$ cat src/rtl/c1581_pkg.sv
// rtl/c1581_pkg.sv - shared TX state encodings and default timing for the 1581 fast-serial link
package c1581_pkg;

  typedef enum logic [1:0] {
    FS_IDLE = 2'd0,
    FS_LOW  = 2'd1,
    FS_HIGH = 2'd2,
    FS_GAP  = 2'd3
  } fs_state_e;

  localparam int unsigned DEF_HALF_CLKS  = 4;
  localparam int unsigned DEF_TX_GAP     = 8;
  localparam int unsigned DEF_RX_TIMEOUT = 1024;

  function automatic int unsigned max_u(input int unsigned a, input int unsigned b);
    return (a > b) ? a : b;
  endfunction

endpackage

$ cat src/rtl/c1581_fastser_rx.sv
// rtl/c1581_fastser_rx.sv - 8520 SP/CNT deserialiser with holding register and idle timeout
module c1581_fastser_rx
  import c1581_pkg::*;
#(
  parameter int unsigned RX_TIMEOUT = DEF_RX_TIMEOUT
) (
  input  logic       clk,
  input  logic       res_n,
  input  logic       fsdir,
  input  logic       cia_sp_out,
  input  logic       cia_cnt_out,
  output logic [7:0] rx_data,
  output logic       rx_valid,
  input  logic       rx_ready,
  output logic       rx_overrun,
  output logic       rx_busy
);

  localparam int TW = $clog2(RX_TIMEOUT) + 1;

  logic          cnt_dly_q;
  logic [7:0]    shift_q, shift_d;
  logic [2:0]    bits_q, bits_d;
  logic [TW-1:0] timer_q, timer_d;
  logic [7:0]    data_q, data_d;
  logic          valid_q, valid_d;
  logic          ovr_q, ovr_d;
  logic          cnt_edge, cnt_fall;

  assign cnt_edge = cnt_dly_q ^ cia_cnt_out;
  assign cnt_fall = cnt_dly_q & ~cia_cnt_out;

  always_comb begin
    shift_d = shift_q;
    bits_d  = bits_q;
    timer_d = timer_q;
    data_d  = data_q;
    valid_d = valid_q;
    ovr_d   = 1'b0;
    if (valid_q && rx_ready) valid_d = 1'b0;
    if (!fsdir) begin
      bits_d  = '0;
      timer_d = '0;
    end else if (cnt_edge) begin
      timer_d = '0;
      if (cnt_fall) begin
        shift_d = {shift_q[6:0], cia_sp_out};
        bits_d  = bits_q + 3'd1;
        // A byte may land in a register that the consumer is draining this very cycle.
        if (bits_q == 3'd7) begin
          if (!valid_q || rx_ready) begin
            data_d  = {shift_q[6:0], cia_sp_out};
            valid_d = 1'b1;
          end else begin
            ovr_d = 1'b1;
          end
        end
      end
    end else if (bits_q == 3'd0) begin
      timer_d = '0;
    end else if (timer_q == TW'(RX_TIMEOUT - 1)) begin
      bits_d  = '0;
      timer_d = '0;
    end else begin
      timer_d = timer_q + 1'b1;
    end
  end

  always_ff @(posedge clk or negedge res_n) begin
    if (!res_n) begin
      cnt_dly_q <= 1'b1;
      shift_q   <= '0;
      bits_q    <= '0;
      timer_q   <= '0;
      data_q    <= '0;
      valid_q   <= 1'b0;
      ovr_q     <= 1'b0;
    end else begin
      cnt_dly_q <= cia_cnt_out;
      shift_q   <= shift_d;
      bits_q    <= bits_d;
      timer_q   <= timer_d;
      data_q    <= data_d;
      valid_q   <= valid_d;
      ovr_q     <= ovr_d;
    end
  end

  assign rx_data    = data_q;
  assign rx_valid   = valid_q;
  assign rx_overrun = ovr_q;
  assign rx_busy    = (bits_q != 3'd0);

endmodule

$ cat src/rtl/c1581_fastser_link.sv
// rtl/c1581_fastser_link.sv - host-side burst endpoint for the 1581 8520 serial port
module c1581_fastser_link
  import c1581_pkg::*;
#(
  parameter int unsigned HALF_CLKS  = DEF_HALF_CLKS,
  parameter int unsigned TX_GAP     = DEF_TX_GAP,
  parameter int unsigned RX_TIMEOUT = DEF_RX_TIMEOUT
) (
  input  logic       clk,
  input  logic       res_n,
  input  logic       fsdir,
  input  logic       cia_sp_out,
  input  logic       cia_cnt_out,
  output logic       cia_sp_in,
  output logic       cia_cnt_in,
  output logic [7:0] rx_data,
  output logic       rx_valid,
  input  logic       rx_ready,
  output logic       rx_overrun,
  input  logic [7:0] tx_data,
  input  logic       tx_valid,
  output logic       tx_ready,
  output logic       tx_abort,
  output logic       busy
);

  localparam int TW = $clog2(max_u(HALF_CLKS, TX_GAP)) + 1;
  localparam logic [TW-1:0] HALF_LAST = TW'(HALF_CLKS - 1);
  localparam logic [TW-1:0] GAP_LAST  = TW'(TX_GAP - 1);

  fs_state_e     state_q, state_d;
  logic [7:0]    byte_q, byte_d;
  logic [2:0]    bit_q, bit_d;
  logic [TW-1:0] timer_q, timer_d;
  logic          sp_q, sp_d;
  logic          cnt_q, cnt_d;
  logic          ready_q, ready_d;
  logic          abort_q, abort_d;
  logic          rx_busy;

  c1581_fastser_rx #(.RX_TIMEOUT(RX_TIMEOUT)) u_rx (
    .clk        (clk),
    .res_n      (res_n),
    .fsdir      (fsdir),
    .cia_sp_out (cia_sp_out),
    .cia_cnt_out(cia_cnt_out),
    .rx_data    (rx_data),
    .rx_valid   (rx_valid),
    .rx_ready   (rx_ready),
    .rx_overrun (rx_overrun),
    .rx_busy    (rx_busy)
  );

  // Line levels are computed for the state being entered so they change on the same edge.
  always_comb begin
    state_d = state_q;
    byte_d  = byte_q;
    bit_d   = bit_q;
    timer_d = timer_q;
    sp_d    = sp_q;
    cnt_d   = cnt_q;
    ready_d = 1'b0;
    abort_d = 1'b0;
    case (state_q)
      FS_IDLE: begin
        sp_d    = 1'b1;
        cnt_d   = 1'b1;
        ready_d = ~fsdir;
        if (tx_valid && ready_q) begin
          byte_d  = tx_data;
          bit_d   = 3'd7;
          timer_d = HALF_LAST;
          state_d = FS_LOW;
          sp_d    = tx_data[7];
          cnt_d   = 1'b0;
          ready_d = 1'b0;
        end
      end
      FS_LOW, FS_HIGH: begin
        if (fsdir) begin
          state_d = FS_IDLE;
          timer_d = '0;
          sp_d    = 1'b1;
          cnt_d   = 1'b1;
          abort_d = 1'b1;
        end else if (timer_q != '0) begin
          timer_d = timer_q - 1'b1;
        end else if (state_q == FS_LOW) begin
          state_d = FS_HIGH;
          cnt_d   = 1'b1;
          timer_d = HALF_LAST;
        end else if (bit_q != 3'd0) begin
          state_d = FS_LOW;
          bit_d   = bit_q - 3'd1;
          sp_d    = byte_q[bit_q - 3'd1];
          cnt_d   = 1'b0;
          timer_d = HALF_LAST;
        end else begin
          state_d = FS_GAP;
          sp_d    = 1'b1;
          cnt_d   = 1'b1;
          timer_d = GAP_LAST;
        end
      end
      FS_GAP: begin
        if (fsdir) begin
          state_d = FS_IDLE;
          timer_d = '0;
        end else if (timer_q != '0) begin
          timer_d = timer_q - 1'b1;
        end else begin
          state_d = FS_IDLE;
          ready_d = 1'b1;
        end
      end
      default: state_d = FS_IDLE;
    endcase
  end

  always_ff @(posedge clk or negedge res_n) begin
    if (!res_n) begin
      state_q <= FS_IDLE;
      byte_q  <= '0;
      bit_q   <= '0;
      timer_q <= '0;
      sp_q    <= 1'b1;
      cnt_q   <= 1'b1;
      ready_q <= 1'b0;
      abort_q <= 1'b0;
    end else begin
      state_q <= state_d;
      byte_q  <= byte_d;
      bit_q   <= bit_d;
      timer_q <= timer_d;
      sp_q    <= sp_d;
      cnt_q   <= cnt_d;
      ready_q <= ready_d;
      abort_q <= abort_d;
    end
  end

  assign cia_sp_in  = sp_q;
  assign cia_cnt_in = cnt_q;
  assign tx_ready   = ready_q;
  assign tx_abort   = abort_q;
  assign busy       = rx_busy | (state_q != FS_IDLE);

endmodule
$ cat config.mk
export PLATFORM = sky130hd
export DESIGN_NAME = c1581_fastser_link
export DESIGN_NICKNAME = d
export VERILOG_FILES = /design/src/rtl/c1581_pkg.sv /design/src/rtl/c1581_fastser_rx.sv /design/src/rtl/c1581_fastser_link.sv
export SDC_FILE = /design/constraint.sdc
export NUM_CORES = 1
export LEC_CHECK = 0
export CAP_MARGIN = 20
export CELL_PAD_IN_SITES_DETAIL_PLACEMENT = 0
export CELL_PAD_IN_SITES_GLOBAL_PLACEMENT = 1
export CORE_MARGIN = 2
export CORE_UTILIZATION = 44
export DETAILED_ROUTE_END_ITERATION = 16
export PLACE_DENSITY_LB_ADDON = 0.1
export SYNTH_ARGS = -nofsm -noshare
export SYNTH_HDL_FRONTEND = slang
export SYNTH_HIERARCHICAL = 1
export SYNTH_SLANG_ARGS = --single-unit
$ cat constraint.sdc
create_clock -name clk -period 2.5 [get_ports clk]
set_input_delay 0.25 -clock clk [delete_from_list [all_inputs] [get_ports clk]]
set_output_delay 0.25 -clock clk [all_outputs]
set_load 0.05 [all_outputs]
==> impl_metrics.yaml <==
setup_path:
  slowest_stage: "clkdlybuf4s50_1"
  r2r_setup_slack_ps: 490
  cp-start-kind: "flip-flop"
  critical_path_class: "flip-flop to primary output"
  cpPeakStageDelay_ps: 810
  worstPathArrival_ps: 2070
  r2r-end: "bit_q[0]"
  r2r.worst_path.cells: 6
  critPathMostFrequentCell: "nand2b_1"
  cp.required_ps: 2250
  worstPathCellList: "inv_1, ha_1, nand2b_1, nand2b_1, clkdlybuf4s50_1"
  cp_max_fo: 5
  cp-end-kind: "primary output"
  reg2reg_from: "state_q[0]"
synth:
  syn-num-nets: 262
  synth_edf_count: 0
  synth_top_area_share_pct: 47.9
  avgSynthCellArea_um2: 11.2
  netlist_area_um2: 2610
  syn_inst: 234
  ys_seq_elements: 53
  async_flop_share_pct: 100
  synth_cell_types: 45
  synth_commonest_cells: "dfrtp_1, nand2_1, mux2_2"
  ys_seq_area_share_pct: 50.9
  yosysTopAreaCell: "dfrtp_1"
  ys.flop_type: "dfrtp_1"
  yosysWarnings: 6
  post-synth-top-count-cell: "dfrtp_1"
  synth_area_leaders: "dfrtp_1, mux2_2, ha_1"
sta:
  clock_skew_ps: 3.33
  finalSetupViolations: 0
  tns_ps: 0
  hold_viol: 13
  rsz0062_at_grt: "no"
  hold_ws_ps: -12.9
  worst_pin_slew_ps: 700
  period_share_pct: 92.8
  period_minus_slack_ps: 2320
  slew_viol_final: 0
  relSlewSlack_pct: 53.4
  fmax_mhz: 431
route:
  drc: 0
  viasPerCell: 5.12
  vias: 1766
  wl_per_cell_um: 13.3
  dr.pass1.iters: 4
  postRouteAntennaNets: 0
  wl_um: 4590
  drt-initial-drc-count: 64
placement:
  portBuffers: 29
  hpwl_um: 3350
  place_congestion: 0.774
run_status:
  run_status: "finished, violations left"
  violations: "negative hold slack"
worst_hold_path:
  hp-class: "input pin to asynchronous set/reset pin"
layout:
  final_net_count: 297
  area_growth_pct: 18.2
  multi_input_area_um2: 1190
  n_antenna_cell: 0
  fill_cells: 550
  final_layout_size_suffix_gt1_share_pct: 18.5
  layout.area.seq_um2: 1330
cts:
  htree_levels: 2
  hold_buffers: 0
  cts_tree: "built"
  cts_buffers: 5
  path_clk_slew_ps: 90
  post_cts_resized: 0
  clockBufferDepth: 2
  post_cts_buffers: 0
  cts_sinks: 53
  cts_root_buf: "clkbuf_8"
  clkLatencyLatePin_ps: 300
global_routing:
  grt-ovfl-total: 0
  grt_max_degree: 32
  grt_pass1_vias: 1810
  grt.total_usage_pct: 16.1
  grt_pass1_wl_um: 8140
  antenna_found_initial: 0
pwr:
  cellPowerDensity_nw_per_um2: 959
  p_leak_nw: 1.41
  ir_drop_uv: 571
floorplanning:
  dieArea_um2: 6570
  core_um2: 5820
  ios: 30
  fp-row-count: 28
  dieWidth_um: 81.0
  die_h_um: 81.0
  initial_core_util_pct: 44.9
flow_run:
  drv_cap: 0
[routing by layer]
layer | part of all wire (%) | global-route usage (%) | routed length (um) | vias up
met5 | 0 | 0 | 0 | -
met4 | 1.3 | 5.08 | 59 | 0
met3 | 3.7 | 4.78 | 172 | 5
met2 | 48 | 26.3 | 2200 | 29
met1 | 47 | 20.6 | 2160 | 849
li1 | - | - | - | 883
[where the power goes]
part	internal [mW]	total, mW	leakage (nW)	switching (mW)
clock network	0.195	0.458	0.0450	0.263
registers	1.05	1.18	0.696	0.125
logic	0.641	1.32	0.665	0.683
total	1.89	2.96	1.41	1.07
[kinds of logic after synthesis]
group	after synthesis	share of synthesized area (%)
fa+ha+maj	13	6.23
flops	53	50.9
simple gates	83	16.5
buf+inv	23	3.40
xor+xnor	7	2.35
compound gates	31	9.01
mux	24	11.6
[placed cells by master (no fill, tap or decap), drive strengths merged, types with 2 or more instances in the layout]
cell            n
ha             13
nand2b          4
clkdlybuf4s50  28
or3             3
nor3            6
nand3           8
o22a            2
clkinv          2
mux2           21
o22ai           3
a21oi           5
a22oi           2
o32ai           2
or3b            2
o41ai           2
xnor2           5
nor3b           4
o2111ai         3
nand2          40
nor2           10
xor2            2
clkbuf          6
inv            17
and2            2
o21bai          2
buf             6
dfstp           3
dfrtp          50
mux4            2
o21ai           5
o211ai          2
[through the flow]
step | worst slack (ps) | std cells | util (%) | cell area (um^2) | total power [mW]
2_1_floorplan | 643 | 234 | - | 2610 | 2.19
6_report | 179 | 345 | 53.1 | 3090 | 2.96
3_3_place_gp | 510 | 337 | 51.6 | 3000 | 2.53
3_5_place_dp | 503 | 337 | 51.6 | 3000 | 2.53
4_1_cts | 176 | 345 | 53.1 | 3090 | 3.00
5_1_grt | 70.5 | 345 | 53.1 | 3090 | 3.19
[worst max path at each step]
| stage | from | endpoint | slack (ps) | cells past startpoint |
|---|---|---|---|---|
| 6_report | u_rx/bits_q[0] | busy | 180 | 5 |
| 5_1_grt | u_rx/bits_q[0] | busy | 70 | 5 |
| 4_1_cts | u_rx/bits_q[0] | busy | 180 | 5 |
| 3_5_place_dp | state_q[0] | bit_q[0] | 500 | 6 |
| 3_3_place_gp | state_q[0] | bit_q[1] | 510 | 6 |
| 2_1_floorplan | bit_q[0] | bit_q[0] | 640 | 7 |
[layout make-up]
cell class / count / share of cell area, %
Clock buffer: 6 / 2.35
Clock inverter: 2 / 0.324
Inverter: 17 / 2.07
Multi-Input combinational cell: 158 / 38.6
Sequential cell: 53 / 43.1
Tap cell: 75 / 3.04
Timing Repair Buffer: 34 / 10.5
[sequential cells by signal, summed over array words and instances, names as in the netlist]
signal / count
u_rx/timer_q: 11
byte_q: 8
u_rx/rx_data: 8
u_rx/shift_q: 7
timer_q: 4
bit_q: 3
u_rx/bits_q: 3
state_q: 2
cia_cnt_in: 1
cia_sp_in: 1
tx_abort: 1
tx_ready: 1
u_rx/cnt_dly_q: 1
u_rx/rx_overrun: 1
u_rx/rx_valid: 1
[critical path: cells and delay by family, from the launching register on]
kind | cells | cell delay, ps
flops | 1 | 430
fa+ha+maj | 1 | 200
simple gates | 2 | 270
buf+inv | 2 | 870
No activity file was read; power rests on OpenSTA's default activity.
